--- config.mk ---
export PLATFORM = sky130hd
export DESIGN_NAME = seq_comparator_flat
export DESIGN_NICKNAME = d
export VERILOG_FILES = /design/src/rtl/seq_comparator_if.sv /design/src/rtl/seq_comparator.sv /design/src/flat_wrapper.sv
export SDC_FILE = /design/constraint.sdc
export NUM_CORES = 1
export LEC_CHECK = 0
export CAP_MARGIN = 20
export CORE_ASPECT_RATIO = 0.8
export CORE_MARGIN = 1
export CORE_UTILIZATION = 54
export CTS_BUF_LIST = sky130_fd_sc_hd__clkbuf_16
export DETAILED_ROUTE_END_ITERATION = 8
export PLACE_DENSITY = 0.83
export SYNTH_ARGS = -nofsm -noshare
export SYNTH_HDL_FRONTEND = slang
export SYNTH_SLANG_ARGS = --single-unit
--- constraint.sdc ---
create_clock -name clk -period 8.35 [get_ports clk]
set_clock_uncertainty 0.05 [all_clocks]
set_input_delay 1.67 -clock clk [delete_from_list [all_inputs] [get_ports clk]]
set_output_delay 1.67 -clock clk [all_outputs]
set_load 0.01 [all_outputs]
--- src/rtl/seq_comparator_if.sv ---
// Start/result bundle for the sliced magnitude comparator.
// Master issues operands, slave returns busy/done and flags.
interface seq_comparator_if #(
  parameter int WIDTH = 32
);
  logic             start;
  logic             signed_mode;
  logic [WIDTH-1:0] X;
  logic [WIDTH-1:0] Y;
  logic             busy;
  logic             done;
  logic             lt;
  logic             eq;
  logic             gt;

  modport master (
    output start, signed_mode, X, Y,
    input  busy, done, lt, eq, gt
  );

  modport slave (
    input  start, signed_mode, X, Y,
    output busy, done, lt, eq, gt
  );
endinterface

--- src/rtl/seq_comparator.sv ---
// Multi-cycle magnitude comparator, one SLICE per clock,
// MS slice first, early exit on first differing slice.
module seq_comparator #(
  parameter int WIDTH = 32,
  parameter int SLICE = 8
) (
  input logic           clk,
  input logic           rst_n,
  seq_comparator_if.slave bus
);

  localparam int NSL = WIDTH / SLICE;
  localparam int CW  = (NSL > 1) ? $clog2(NSL) : 1;

  typedef enum logic [1:0] {
    IDLE,
    SCAN,
    DONE
  } state_e;

  state_e           state_q, state_d;
  logic [CW-1:0]    cnt_q, cnt_d;
  logic [WIDTH-1:0] x_q, x_d;
  logic [WIDTH-1:0] y_q, y_d;
  logic             sgn_q, sgn_d;
  logic             lt_q, lt_d;
  logic             eq_q, eq_d;
  logic             gt_q, gt_d;

  logic [SLICE-1:0] xs;
  logic [SLICE-1:0] ys;
  logic             top;
  logic             last;
  logic             split;

  always_comb begin
    xs = '0;
    ys = '0;
    for (int i = 0; i < NSL; i++) begin
      if (cnt_q == CW'(i)) begin
        xs = x_q[i*SLICE +: SLICE];
        ys = y_q[i*SLICE +: SLICE];
      end
    end
  end

  assign top  = (cnt_q == CW'(NSL-1));
  assign last = (cnt_q == '0);
  // Sign mismatch decides a signed compare outright.
  assign split = top && sgn_q &&
                 (x_q[WIDTH-1] != y_q[WIDTH-1]);

  always_comb begin
    state_d = state_q;
    cnt_d   = cnt_q;
    x_d     = x_q;
    y_d     = y_q;
    sgn_d   = sgn_q;
    lt_d    = lt_q;
    eq_d    = eq_q;
    gt_d    = gt_q;
    unique case (state_q)
      IDLE: begin
        if (bus.start) begin
          x_d     = bus.X;
          y_d     = bus.Y;
          sgn_d   = bus.signed_mode;
          cnt_d   = CW'(NSL-1);
          lt_d    = 1'b0;
          eq_d    = 1'b0;
          gt_d    = 1'b0;
          state_d = SCAN;
        end
      end
      SCAN: begin
        if (split) begin
          lt_d    = x_q[WIDTH-1];
          gt_d    = ~x_q[WIDTH-1];
          state_d = DONE;
        end else if (xs > ys) begin
          gt_d    = 1'b1;
          state_d = DONE;
        end else if (xs < ys) begin
          lt_d    = 1'b1;
          state_d = DONE;
        end else if (last) begin
          eq_d    = 1'b1;
          state_d = DONE;
        end else begin
          cnt_d   = cnt_q - 1'b1;
        end
      end
      DONE: begin
        state_d = IDLE;
      end
      default: begin
        state_d = IDLE;
      end
    endcase
  end

  always_ff @(posedge clk) begin
    if (!rst_n) begin
      state_q <= IDLE;
      cnt_q   <= '0;
      x_q     <= '0;
      y_q     <= '0;
      sgn_q   <= 1'b0;
      lt_q    <= 1'b0;
      eq_q    <= 1'b0;
      gt_q    <= 1'b0;
    end else begin
      state_q <= state_d;
      cnt_q   <= cnt_d;
      x_q     <= x_d;
      y_q     <= y_d;
      sgn_q   <= sgn_d;
      lt_q    <= lt_d;
      eq_q    <= eq_d;
      gt_q    <= gt_d;
    end
  end

  assign bus.busy = (state_q != IDLE);
  assign bus.done = (state_q == DONE);
  assign bus.lt   = lt_q;
  assign bus.eq   = eq_q;
  assign bus.gt   = gt_q;

endmodule

--- src/flat_wrapper.sv ---
// flat-port wrapper written by rule: the top's interface ports become plain ports
module seq_comparator_flat 
#(
  parameter int WIDTH = 32,
  parameter int SLICE = 8
)
  (clk, rst_n, bus_start, bus_signed_mode, bus_X, bus_Y, bus_busy, bus_done, bus_lt, bus_eq, bus_gt);
  seq_comparator_if #(.WIDTH(WIDTH)) bus_i ();
  input logic clk;
  input logic rst_n;
  input wire logic [$bits(bus_i.start)-1:0] bus_start;
  input wire logic [$bits(bus_i.signed_mode)-1:0] bus_signed_mode;
  input wire logic [$bits(bus_i.X)-1:0] bus_X;
  input wire logic [$bits(bus_i.Y)-1:0] bus_Y;
  output wire logic [$bits(bus_i.busy)-1:0] bus_busy;
  output wire logic [$bits(bus_i.done)-1:0] bus_done;
  output wire logic [$bits(bus_i.lt)-1:0] bus_lt;
  output wire logic [$bits(bus_i.eq)-1:0] bus_eq;
  output wire logic [$bits(bus_i.gt)-1:0] bus_gt;
  assign bus_i.start = bus_start;
  assign bus_i.signed_mode = bus_signed_mode;
  assign bus_i.X = bus_X;
  assign bus_i.Y = bus_Y;
  assign bus_busy = bus_i.busy;
  assign bus_done = bus_i.done;
  assign bus_lt = bus_i.lt;
  assign bus_eq = bus_i.eq;
  assign bus_gt = bus_i.gt;
  seq_comparator #(.WIDTH(WIDTH), .SLICE(SLICE)) u_core (.clk(clk), .rst_n(rst_n), .bus(bus_i));
endmodule
; After elaboration in Yosys (flattened, before gate mapping)
; Cells that the tools add are included.
[classes]
add_sub_neg = 1
magnitude_cmp = 2
n_eq_ne = 16
mux = 33
n_bitwise = 1
n_reduce_logical = 12
[ops]
columns = cell, count
row1 = $mux W8, 8
row2 = $mux W2, 10
row3 = $reduce_and A6 Y1, 2
row4 = $mux W1, 10
row5 = $ne A2 B2 Y1 const B, 5
row6 = $gt A8 B8 Y1, 1
row7 = $lt A8 B8 Y1, 1
row8 = $pmux W2 S2, 2
row9 = $eq A2 B2 Y1 const B, 3
row10 = $ne A3 B1 Y1 const B, 2
row11 = $pmux W1 S2, 3
row12 = $ne A5 B1 Y1 const B, 1
row13 = $eq A2 B1 Y1 const B, 2
row14 = $logic_not A2 Y1, 2
row15 = $reduce_and A2 Y1, 2
row16 = $reduce_and A4 Y1, 1
row17 = $reduce_bool A2 Y1, 2
row18 = $ne A3 B2 Y1 const B, 1
row19 = $reduce_and A3 Y1, 1
row20 = $logic_and A1 B1 Y1, 2
row21 = $ne A2 B1 Y1 const B, 1
row22 = $sub A2 B1 Y2 const B, 1
row23 = $ne A1 B1 Y1, 1
row24 = $not A1 Y1, 1
[word_totals]
ff_bits = 72
inputBits = 68

; Logic depth before layout (Yosys ltp)
[logic_depth]
depth_word = 10
ltp_mapped = 14

; Worst setup path after synthesis
; Ideal clock, no wire load.
[synth_path]
path_kind = register to register
startpoint = reg u_core.cnt_q[0]
endpoint = reg u_core.state_q[1]
setup_time_ps = 115
t_arrival_ps = 2829
path_slack_ps = 5355
stages_incl_launch_ff = 15
n_path_buf = 2
period_less_slack_ps = 2995
path_cell_list = dfxtp_1 > inv_1 > ha_1 > clkbuf_1 > buf_1 > nand3b_1 > a21oi_1 > a21oi_1 > o21ai_0 > ha_1 > nand4_1 > or2_0 > a221o_1 > a211o_1 > and3_1
[synth_between]
elab_chain_len = 10
[synth_lines]
columns = element, line_no
row1 = "start, declared", seq_comparator.sv:22  ; logic [CW-1:0] cnt_q, cnt_d;
row2 = "start signal, assigned", seq_comparator.sv:114  ; cnt_q <= cnt_d;
row3 = $logic_not A2 Y1, "seq_comparator.sv:40, seq_comparator.sv:48"
row4 = $mux W8 (4 in series), seq_comparator.sv:40  ; if (cnt_q == CW'(i)) begin
row5 = $lt A8 B8 Y1, seq_comparator.sv:83  ; end else if (xs < ys) begin
row6 = $mux W2, seq_comparator.sv:83
row7 = $mux W2, seq_comparator.sv:80  ; end else if (xs > ys) begin
row8 = $mux W2, seq_comparator.sv:76  ; if (split) begin
row9 = $pmux W2 S2, seq_comparator.sv:62  ; unique case (state_q)
row10 = "end signal, assigned", seq_comparator.sv:113  ; state_q <= state_d;
row11 = "end, declared", seq_comparator.sv:21  ; state_e state_q, state_d;
; Several ways; a longest one is shown, not always the timed one.
; A chain may end at the register's enable or synchronous reset.

; Final worst setup path
[layout_path]
startpoint = reg u_core.cnt_q[1]
endpoint = reg u_core.cnt_q[0]
[layout_between]
elab_chain_len = 8
[layout_lines]
columns = element, line_no
row1 = $logic_not A2 Y1, "seq_comparator.sv:40, seq_comparator.sv:48"
row2 = $mux W8 (4 in series), seq_comparator.sv:40
row3 = $gt A8 B8 Y1 / $lt A8 B8 Y1 (equally long branches), "seq_comparator.sv:80, seq_comparator.sv:83"
row4 = $ne A2 B2 Y1 (no line), -
row5 = $reduce_and A6 Y1 (no line) *, -
; Every way passes the cells marked *; elsewhere a longest branch is shown, timed or not.

==> flow_summary.yaml <==
placed_design:
  port_buffers: 72
  numPlacedInstances: 577
  detailed_place_hpwl_mm: 5.53
  dpl_cell_area_sq_um: 4020
  gp_congestion: 0.858
  dp_slack_ps: 4700
clock_network:
  cts-root-buf: "clkbuf_16"
  cts_htree_levels: 3
  cts_buffers: 9
  postCtsSetupRepairBufs: 0
  cts_max_path_buffers: 2
  cts_resized: 0
  clock_latency_ps: 340
  holdBufCountCts: 0
  cts.sinks: 72
  tritoncts: "done"
  clkTransAtPathRegs_ps: 60
timing:
  worst_slew_pin_slew_ps: 979
  hold_violations: 0
  slew_headroom: 0.347
  setup_slack_ps: 4680
  fin_crit_ps: 3670
  fmax_mhz: 272
  setup_viol: 0
  fin_crit_sh: 0.440
  maxSlewViolCount: 0
  tns_ps: 0
  rsz0062_at_grt: "no"
power_and_ir_drop:
  totalPowerFinal_uw: 912
  cellLeakagePower_nw: 1.64
  ir_drop_v: 0.000135
  p_per_area_nw_per_um2: 210
die:
  rows: 25
  coreArea_sq_um: 5910
  initial_core_util: 0.559
  die_w_um: 89.5
  die_area_sq_um: 6440
  num_io_pins: 73
  die_h_um: 72.0
worst_setup_path:
  crit_buf_inv: 1
  crit_family: "compound AO/OA/AOI/OAI gates"
  cp.arrival_ps: 3810
  required_ps: 8490
  startpoint_type: "flip-flop"
  criticalPathCategory: "reg -> reg"
  cp_num_cells: 12
  crit_chain: "inv_1, ha_1, nand3b_1, a21oi_1, a21oi_1, o21ai_0, ha_1, nand4_1, or2_0, a221o_1, a2111oi_0, a211oi_1"
  worstRegToRegCells: 12
  max_stage_delay_ps: 740
  path_max_fanout: 32
  end_kind: "flip-flop"
  crit_slowest_cell: "ha_1"
logic_synthesis:
  yosysMostFrequentCell: "nand2_1"
  syn_avg_cell_area_sq_um: 7.23
  syn_area_sq_um: 3300
  synth-edff-count: 0
  synth_top_area_cell: "dfxtp_1"
  synthTopCellsByCount: "nand2_1, a21oi_1, dfxtp_1, clkbuf_1, nand3b_1"
  seq_area_frac_synth: 0.436
  syn_nets: 537
  ys_warn_count: 0
  syn_inst: 457
  ys_types: 33
  yosys.area.top_type_share: 0.436
  async_flop_share: 0
  ys_ff_latch: 72
  synthTopCellsByArea: "dfxtp_1, nand2_1, a21oi_1"
  synth_ff_type: "dfxtp_1"
grt:
  grt_overflow: 0
  antenna_found_initial: 0
  grt_start_max_net_pins: 69
  grt_use_total: 0.272
  grt_pass1_vias: 2892
  grt_pass1_wl_mm: 13.2
cells_and_area:
  nets: 590
  syn2layout_area_growth_pct: 31.6
  postLayoutCellArea_sq_um: 4350
  drive_gt1_frac: 0.0447
  fillers: 474
  diodes: 0
  final_cells: 596
outcome:
  status: "complete, no violations"
routing:
  dr_total_vias: 3263
  detail_route.vias_per_cell: 5.47
  drtPass1Iterations: 7
  post-route-drc-count: 0
  wl_mm: 8.48
  final_antenna_net_count: 0
  routedWlPerCell_um: 14.2
  drtIter0Drc: 187
hold_path:
  hp-class: "reg -> reg"
  hold_path_depth: 2
flow_run:
  drv_cap: 0
## logic make-up (layout without fill, tap and decap cells)
kind of cell	count (synthesis)	count (layout)	synth area share
compound gates	132	132	0.209
simple gates	199	199	0.258
xor+xnor	1	1	0.00265
flops	72	72	0.436
fa+ha+maj	12	12	0.0454
mux	1	1	0.00303
buf+inv	40	98	0.0458
## state kept, by name, summed over array words and instances (netlist names)
name / count
u_core.state_q: 2
u_core.y_q: 32
u_core.bus.eq: 1
u_core.bus.lt: 1
u_core.cnt_q: 2
u_core.sgn_q: 1
u_core.x_q: 32
u_core.bus.gt: 1
## path summary, 6_finish.rpt
check / from / endpoint / slack, ps
max: u_core.cnt_q[1] / u_core.cnt_q[0] / 4680
max reg2reg: u_core.cnt_q[1] / u_core.cnt_q[0] / 4680
min: u_core.x_q[15] / u_core.x_q[15] / 410
min reg2reg: u_core.x_q[15] / u_core.x_q[15] / 410
## per-layer routing
layer | wire [um] | global-route usage | up-vias | share of wire
met1 | 3770 | 0.356 | 1475 | 0.44
met3 | 575 | 0.0660 | 19 | 0.068
met5 | 0 | 0 | - | 0
met4 | 146 | 0.0882 | 0 | 0.017
li1 | - | - | 1633 | -
met2 | 3990 | 0.444 | 136 | 0.47
## report_power, final
group / internal (mW) / switching, mW / leakage [nW]
registers: 0.368 / 0.0156 / 0.592
logic: 0.0804 / 0.0976 / 0.917
clock network: 0.201 / 0.150 / 0.132
## through the flow
stage / utilization / hold slack [ps]
2_1_floorplan: - / 382
3_3_place_gp: 0.677 / 392
3_5_place_dp: 0.680 / 398
4_1_cts: 0.726 / 407
5_1_grt: 0.736 / 422
6_report: 0.736 / 406
## worst min-delay path, delay by kind of cell (launching register included)
family           cells  cell delay (ps)
AND/OR/NAND/NOR      1               50
flip-flops           1              310
AO/OA/AOI/OAI        1               50
## cells in the final DEF (no fill, tap or decap), types with 3 or more instances in the layout
cell type	count
o21ai_0	11
clkdlybuf4s50_1	72
inv_1	5
nor2_1	10
buf_12	3
nand3b_1	16
a21oi_1	112
ha_1	12
clkinv_2	3
nand2_1	157
dfxtp_1	72
clkbuf_16	9
## layout make-up
type                            instances  area [sq um]  area share
Inverter                                6          22.5     0.00518
Tap cell                               81           101      0.0233
Sequential cell                        72          1440       0.331
Clock buffer                            9           225      0.0518
Multi-Input combinational cell        345          1720       0.394
Timing Repair Buffer                   76           796       0.183
Clock inverter                          7          47.5      0.0109
(Power assumes the default switching activity.)
==> edit 1, RTL diff (same settings) <==
`SLICE` is set to 8 in 2 places; all go to 4.
--- a/src/rtl/seq_comparator.sv
+++ b/src/rtl/seq_comparator.sv
@@ -4,3 +4,3 @@
   parameter int WIDTH = 32,
-  parameter int SLICE = 8
+  parameter int SLICE = 4
 ) (
--- a/src/flat_wrapper.sv
+++ b/src/flat_wrapper.sv
@@ -4,3 +4,3 @@
   parameter int WIDTH = 32,
-  parameter int SLICE = 8
+  parameter int SLICE = 4
 )
Formal check against the unedited RTL: not equivalent (Yosys sat finds a counterexample within 4 cycles, from zero or initial values and one cycle with rst_n low).
==> edit 1 against the original RTL <==
- final area grew 3.7%
- worst setup slack gained 0.0025 ns
- sequential power increased by 2%
- total power is 8.7% higher
- first-iteration DRC count grew 12%
- sequential cell count grew 1
- routed wire length shrank 0.29%
- via count decreased by 0.58%
- count of clock-buffer cells in the layout stayed put
- non-clock buffer count rose by 2
- synthesized area grew 3.8%
- critical path type unchanged
==> edit 1: results (changes against the original RTL) <==
Status:
- The run finished with clean final reports.

Global route:
- The aggregate global-route resource usage is 0.2775 (+0.005231).
- The via count of the first global-routing pass is 3137 (+8.5%).
- The largest net degree at the start of global routing is 43 (-38%).
- The wire length of the first global-routing pass is 14.42 mm (+9.3%).
- The initial antenna violation count came to 0 (unchanged).

Setup path:
- The startpoint type of the worst setup path is a register.
- The maximum fanout along the worst path is 24 (-25%).
- The maximum cell stage delay along the critical path came to 0.49 ns (-0.25 ns).
- The endpoint arrival time on the critical path is 3.82 ns (about the same).
- For this design, the slowest cell found on the critical path is sky130_fd_sc_hd__mux4_2.
- The capture point of the worst reg-to-reg path is u_core.bus.lt.
- The number of cell instances on the worst register-to-register path is 13 (+1).

Hold path:
- The number of cells traversed by the worst hold path is 2 (unchanged).
- The worst hold path begins at u_core.x_q[29].
- The worst min-delay path endpoint is u_core.x_q[29].

Power and ir drop:
- The standby leakage power is 1.678 nW (+2.3%).
- The reported sequential group power is 0.393 mW (+2%).
- The worst ir drop on vdd was 0.1310 mV (-3.3%).
- The power share of the sequential group is 0.396 (-0.025).
- The switching power as a share of total power is 0.2694 (-0.01908).
- The power drawn by the combinational cells was 0.192 mW (+8%).

Layout:
- The number of fill cells in the layout is 487 (+2.7%).
- The fraction of layout cells with a size suffix above 1 is 0.05814 (+0.01348).
- In the final layout, the registers with the most flip-flops are u_core.x_q x32, u_core.y_q x32, u_core.cnt_q x3.
- The final non-filler cell total came to 597 (+0.17%).

Synth:
- The per-instance average area after synthesis is 7.540 um2 (+4.3%).
- The post-synth net total is 532 (-0.93%).
- The portion of the post-synthesis area used by sequential elements is 0.4260 (-0.01023).
- The number of library cell types mapped by synthesis is 38 (+15%).
- The commonest cells after synthesis are 161 x sky130_fd_sc_hd__nand2_1, 73 x sky130_fd_sc_hd__dfxtp_1, 66 x sky130_fd_sc_hd__a21oi_1.

STA:
- The final hold slack is 0.4063 ns (+0.0003440 ns).
- The worst setup margin is 4.682 ns (+0.002500 ns).
- The slew at the pin closest to its max-slew limit is 0.7992 ns (-0.1798 ns).

Place:
- The post-placement worst setup slack came to 4.773 ns (+0.07680 ns).
- The HPWL after detailed placement came to 5.569 mm (+0.69%).
- The cell count after placement is 581 (+0.69%).
- The post-placement cell area is 4189 um2 (+4.2%).

Drt:
- The length of the first detailed-routing pass in iterations is 5 (-2).
- The detailed-route via count is 3244 (-0.58%).
- The average wire per cell in the routed design was 14.17 um (-0.46%).
- The initial DRC count is 210 (+12%).

Clocking:
- The clock-pin slew reported for the worst setup and hold paths after clock tree synthesis came to 0.06 ns (about the same).
edit 1: cell families (layout without fill, tap and decap cells):
kind of cell,Yosys count,count (layout),share of synthesized area
AND/OR/NAND/NOR,195,195,0.2294
AO/OA/AOI/OAI,130,130,0.2301
flip-flops,73,73,0.4260
buffers and inverters,42,103,0.04997
adder cells (fa/ha/maj),9,9,0.03282
multiplexers,5,5,0.02918
XOR/XNOR,1,1,0.002553
edit 1: area by class of cell:
cell class,instances,area [um2],area share
flip-flops and latches,73,1461,0.3242
inverters,9,33.78,0.007494
well taps,81,101.3,0.02248
clock buffers,9,225.2,0.04996
multi-input cells,340,1802,0.3997
repair buffers,78,790.8,0.1754
clock inverters,7,93.84,0.02082
edit 1: layer usage:
| layer | routed length (um) | up-vias | GRT usage |
|---|---|---|---|
| li1 | - | 1630 | - |
| met1 | 3882 | 1507 | 0.3555 |
| met2 | 3928 | 89 | 0.4554 |
| met3 | 483 | 18 | 0.06729 |
| met4 | 163 | 0 | 0.1164 |
| met5 | 0 | - | 0 |
==> edit 2, RTL diff (same settings) <==
Made on the original files. Reset style: asynchronous (`rst_n`), changed in one clocked block.
--- a/src/rtl/seq_comparator.sv
+++ b/src/rtl/seq_comparator.sv
@@ -101,3 +101,3 @@
 
-  always_ff @(posedge clk) begin
+  always_ff @(posedge clk or negedge rst_n) begin
     if (!rst_n) begin
Behaviour: differs if rst_n is asserted again (counterexample within 4 cycles, from zero or initial values and one cycle with rst_n low); with rst_n held inactive, the same outputs for 10 cycles.
==> edit 2 against the original RTL <==
- fmax is 1.2% higher
- critical path depth stayed put
- final area is 5.2% higher
- count of clock-buffer cells in the layout stayed put
- worst setup slack better by 0.044 ns
- routed wire length is 12% lower
- sequential cell count stayed put
- non-clock buffer count is 1 lower
- synthesized area is 6.8% higher
- final cell count is 26% lower
- core utilization is 1.5 points higher
- largest cell class is now flip-flops and latches
Power is not compared: it rests on default switching activity, and its combinational part moved more than twofold at a synthesized area within 25%.
==> edit 2: results (changes against the original RTL) <==
Synth:
- The proportion of synthesized flip-flops having asynchronous set or reset was 1.000 (+1.000).
- The number of library cell types mapped by synthesis is 43 (+30%).
- The commonest cells after synthesis are 72 x sky130_fd_sc_hd__dfrtp_1, 64 x sky130_fd_sc_hd__mux2_2, 22 x sky130_fd_sc_hd__a21oi_1.
- The post-synth net total is 367 (-32%).
- For this run, the leading register cell type out of synthesis is sky130_fd_sc_hd__dfrtp_1.
- The number of warnings issued by yosys was 0 (unchanged).
- The portion of the post-synthesis area used by sequential elements is 0.5106 (+0.07444).
- By area the synthesized netlist is led by sky130_fd_sc_hd__dfrtp_1 51%, sky130_fd_sc_hd__mux2_2 20%, sky130_fd_sc_hd__ha_1 4.3%, sky130_fd_sc_hd__a21oi_1 3.1%, sky130_fd_sc_hd__a221oi_1 2.0%.

Setup path:
- The startpoint type of the worst setup path is a register.
- The cell repeated most along the worst path is sky130_fd_sc_hd__ha_1.
- On the worst path, the slowest cell contributes a delay of 0.73 ns.
- The maximum fanout along the worst path came to 18 (-44%).
- Among all stages on the critical path, the largest delay is contributed by sky130_fd_sc_hd__ha_1.
- The endpoint arrival time on the critical path came to 3.77 ns (-0.04 ns).
- The startpoint of the most critical register-to-register path is u_core.cnt_q[1].

Clocking:
- The total clock buffers created by CTS is 9 (unchanged).
- The buffer type at the clock tree root is sky130_fd_sc_hd__clkbuf_16.
- The later pin in the worst-skew pair is clocked with a latency of 0.33 ns.
- The H-tree depth was 3 (unchanged).
- The number of cells upsized or downsized after cts is 0 (unchanged).
- The post-CTS setup repair buffer count is 0 (unchanged).
- The clock-pin slew reported for the worst setup and hold paths after clock tree synthesis is 0.06 ns (about the same).
- The maximum buffer depth of the clock tree is 2 (unchanged).

Global route:
- The via count of the first global-routing pass was 2440 (-16%).
- The aggregate global-route resource usage was 0.2324 (-0.03983).
- The largest net degree at the start of global routing was 73 (+5.8%).
- The wire length of the first global-routing pass is 11.81 mm (-11%).
- The initial antenna violation count was 0 (unchanged).

Power and ir drop:
- The worst-case IR drop observed on VDD is 0.1613 mV.
- Internal power comes to 1.053 mW.
- The standby leakage power is 1.894 nW.

Drt:
- The initial DRC count was 87 (-53%).
- The via density per instance is 5.600 (+2.3%).
- The average wire per cell in the routed design is 16.98 um (+19%).
- The length of the first detailed-routing pass in iterations is 4 (-3).

Layout:
- The net count of the finished layout is 436 (-26%).
- The fraction of layout cells with a size suffix above 1 is 0.2521 (+0.2074).
- The count of inserted antenna diode cells is 0 (unchanged).

Hold path:
- The startpoint identified for the worst hold timing path is u_core.x_q[2].

Place:
- The final weighted congestion of routability-driven global placement is 0.8199 (-4.5%).
- The total of buffers placed on input and output ports came to 72 (unchanged).
- The HPWL after detailed placement was 4.795 mm (-13%).

Status:
- The flow ran to the end, and the final reports show no timing, DRC or antenna violations.

STA:
- The slew at the pin closest to its max-slew limit is 1.033 ns (+0.05387 ns).
## edit 2: cell types whose count changed after synthesis, moves of 8 or more
cell | unedited run | this run
sky130_fd_sc_hd__nand2_1 | 158 | 12
sky130_fd_sc_hd__dfxtp_1 | 72 | 0
sky130_fd_sc_hd__a21oi_1 | 112 | 22
sky130_fd_sc_hd__a221oi_1 | 0 | 8
sky130_fd_sc_hd__clkbuf_1 | 27 | 5
sky130_fd_sc_hd__nand3b_1 | 16 | 1
sky130_fd_sc_hd__mux2_2 | 0 | 64
sky130_fd_sc_hd__nor3_1 | 0 | 9
sky130_fd_sc_hd__dfrtp_1 | 0 | 72
## edit 2: layout make-up
type	instances	area, um2
clock buffer	9	225.2
clock inverter	7	72.57
fill	417	1523
inverter	7	26.28
multi-input combinational	191	1572
sequential	72	1802
tap	81	101.3
timing repair buffer	75	778.2
## edit 2: worst paths after layout
| path | cells after the start | slack [ns] | to |
|---|---|---|---|
| worst max-delay path | 12 | 4.72 | u_core.bus.eq |
| worst min-delay path | 1 | 0.46 | u_core.x_q[2] |
| worst max register to register | 12 | 4.72 | u_core.bus.eq |
| worst min register to register | 1 | 0.46 | u_core.x_q[2] |
| max in group asynchronous | 2 | 6.16 | u_core.y_q[21] |
| min in group asynchronous | 2 | 1.47 | u_core.x_q[15] |
## edit 2: routing by layer
layer  track usage  vias to the layer above  part of all wire
met2        0.3868                       62              0.50
met5             0                        -                 0
met3       0.06442                       11             0.047
met4       0.08681                        0             0.013
met1        0.2954                     1233              0.44
li1              -                     1169                 -
## edit 2: logic make-up after synthesis
group | Yosys count | share of synthesized area
xor gates and xnor gates | 1 | 0.002483
DFF | 72 | 0.5106
and+or+nand+nor | 54 | 0.08546
adders and majority gates | 12 | 0.04255
buffers and inverters | 24 | 0.04397
AOI/OAI and AO/OA | 59 | 0.1078
muxes | 65 | 0.2071
## edit 2: per-stage QoR
step	total power, mW	setup WS [ns]	area [um2]	std cells
finish	1.523	4.724	4577	442
global route	1.616	4.488	4577	442
CTS	1.515	4.739	4522	440
detailed placement	1.129	4.638	4224	424
global placement	1.101	4.661	4224	424
floorplan	1.003	5.742	3528	287
## edit 2: power groups by stage
stage          clock network (mW)  logic, mW  registers [mW]
6_report                    0.378      0.521           0.624
5_1_grt                     0.404      0.569           0.644
4_1_cts                     0.384      0.510           0.621
3_5_place_dp                    0      0.505           0.625
3_3_place_gp                    0      0.486           0.615
2_1_floorplan                   0      0.408           0.594
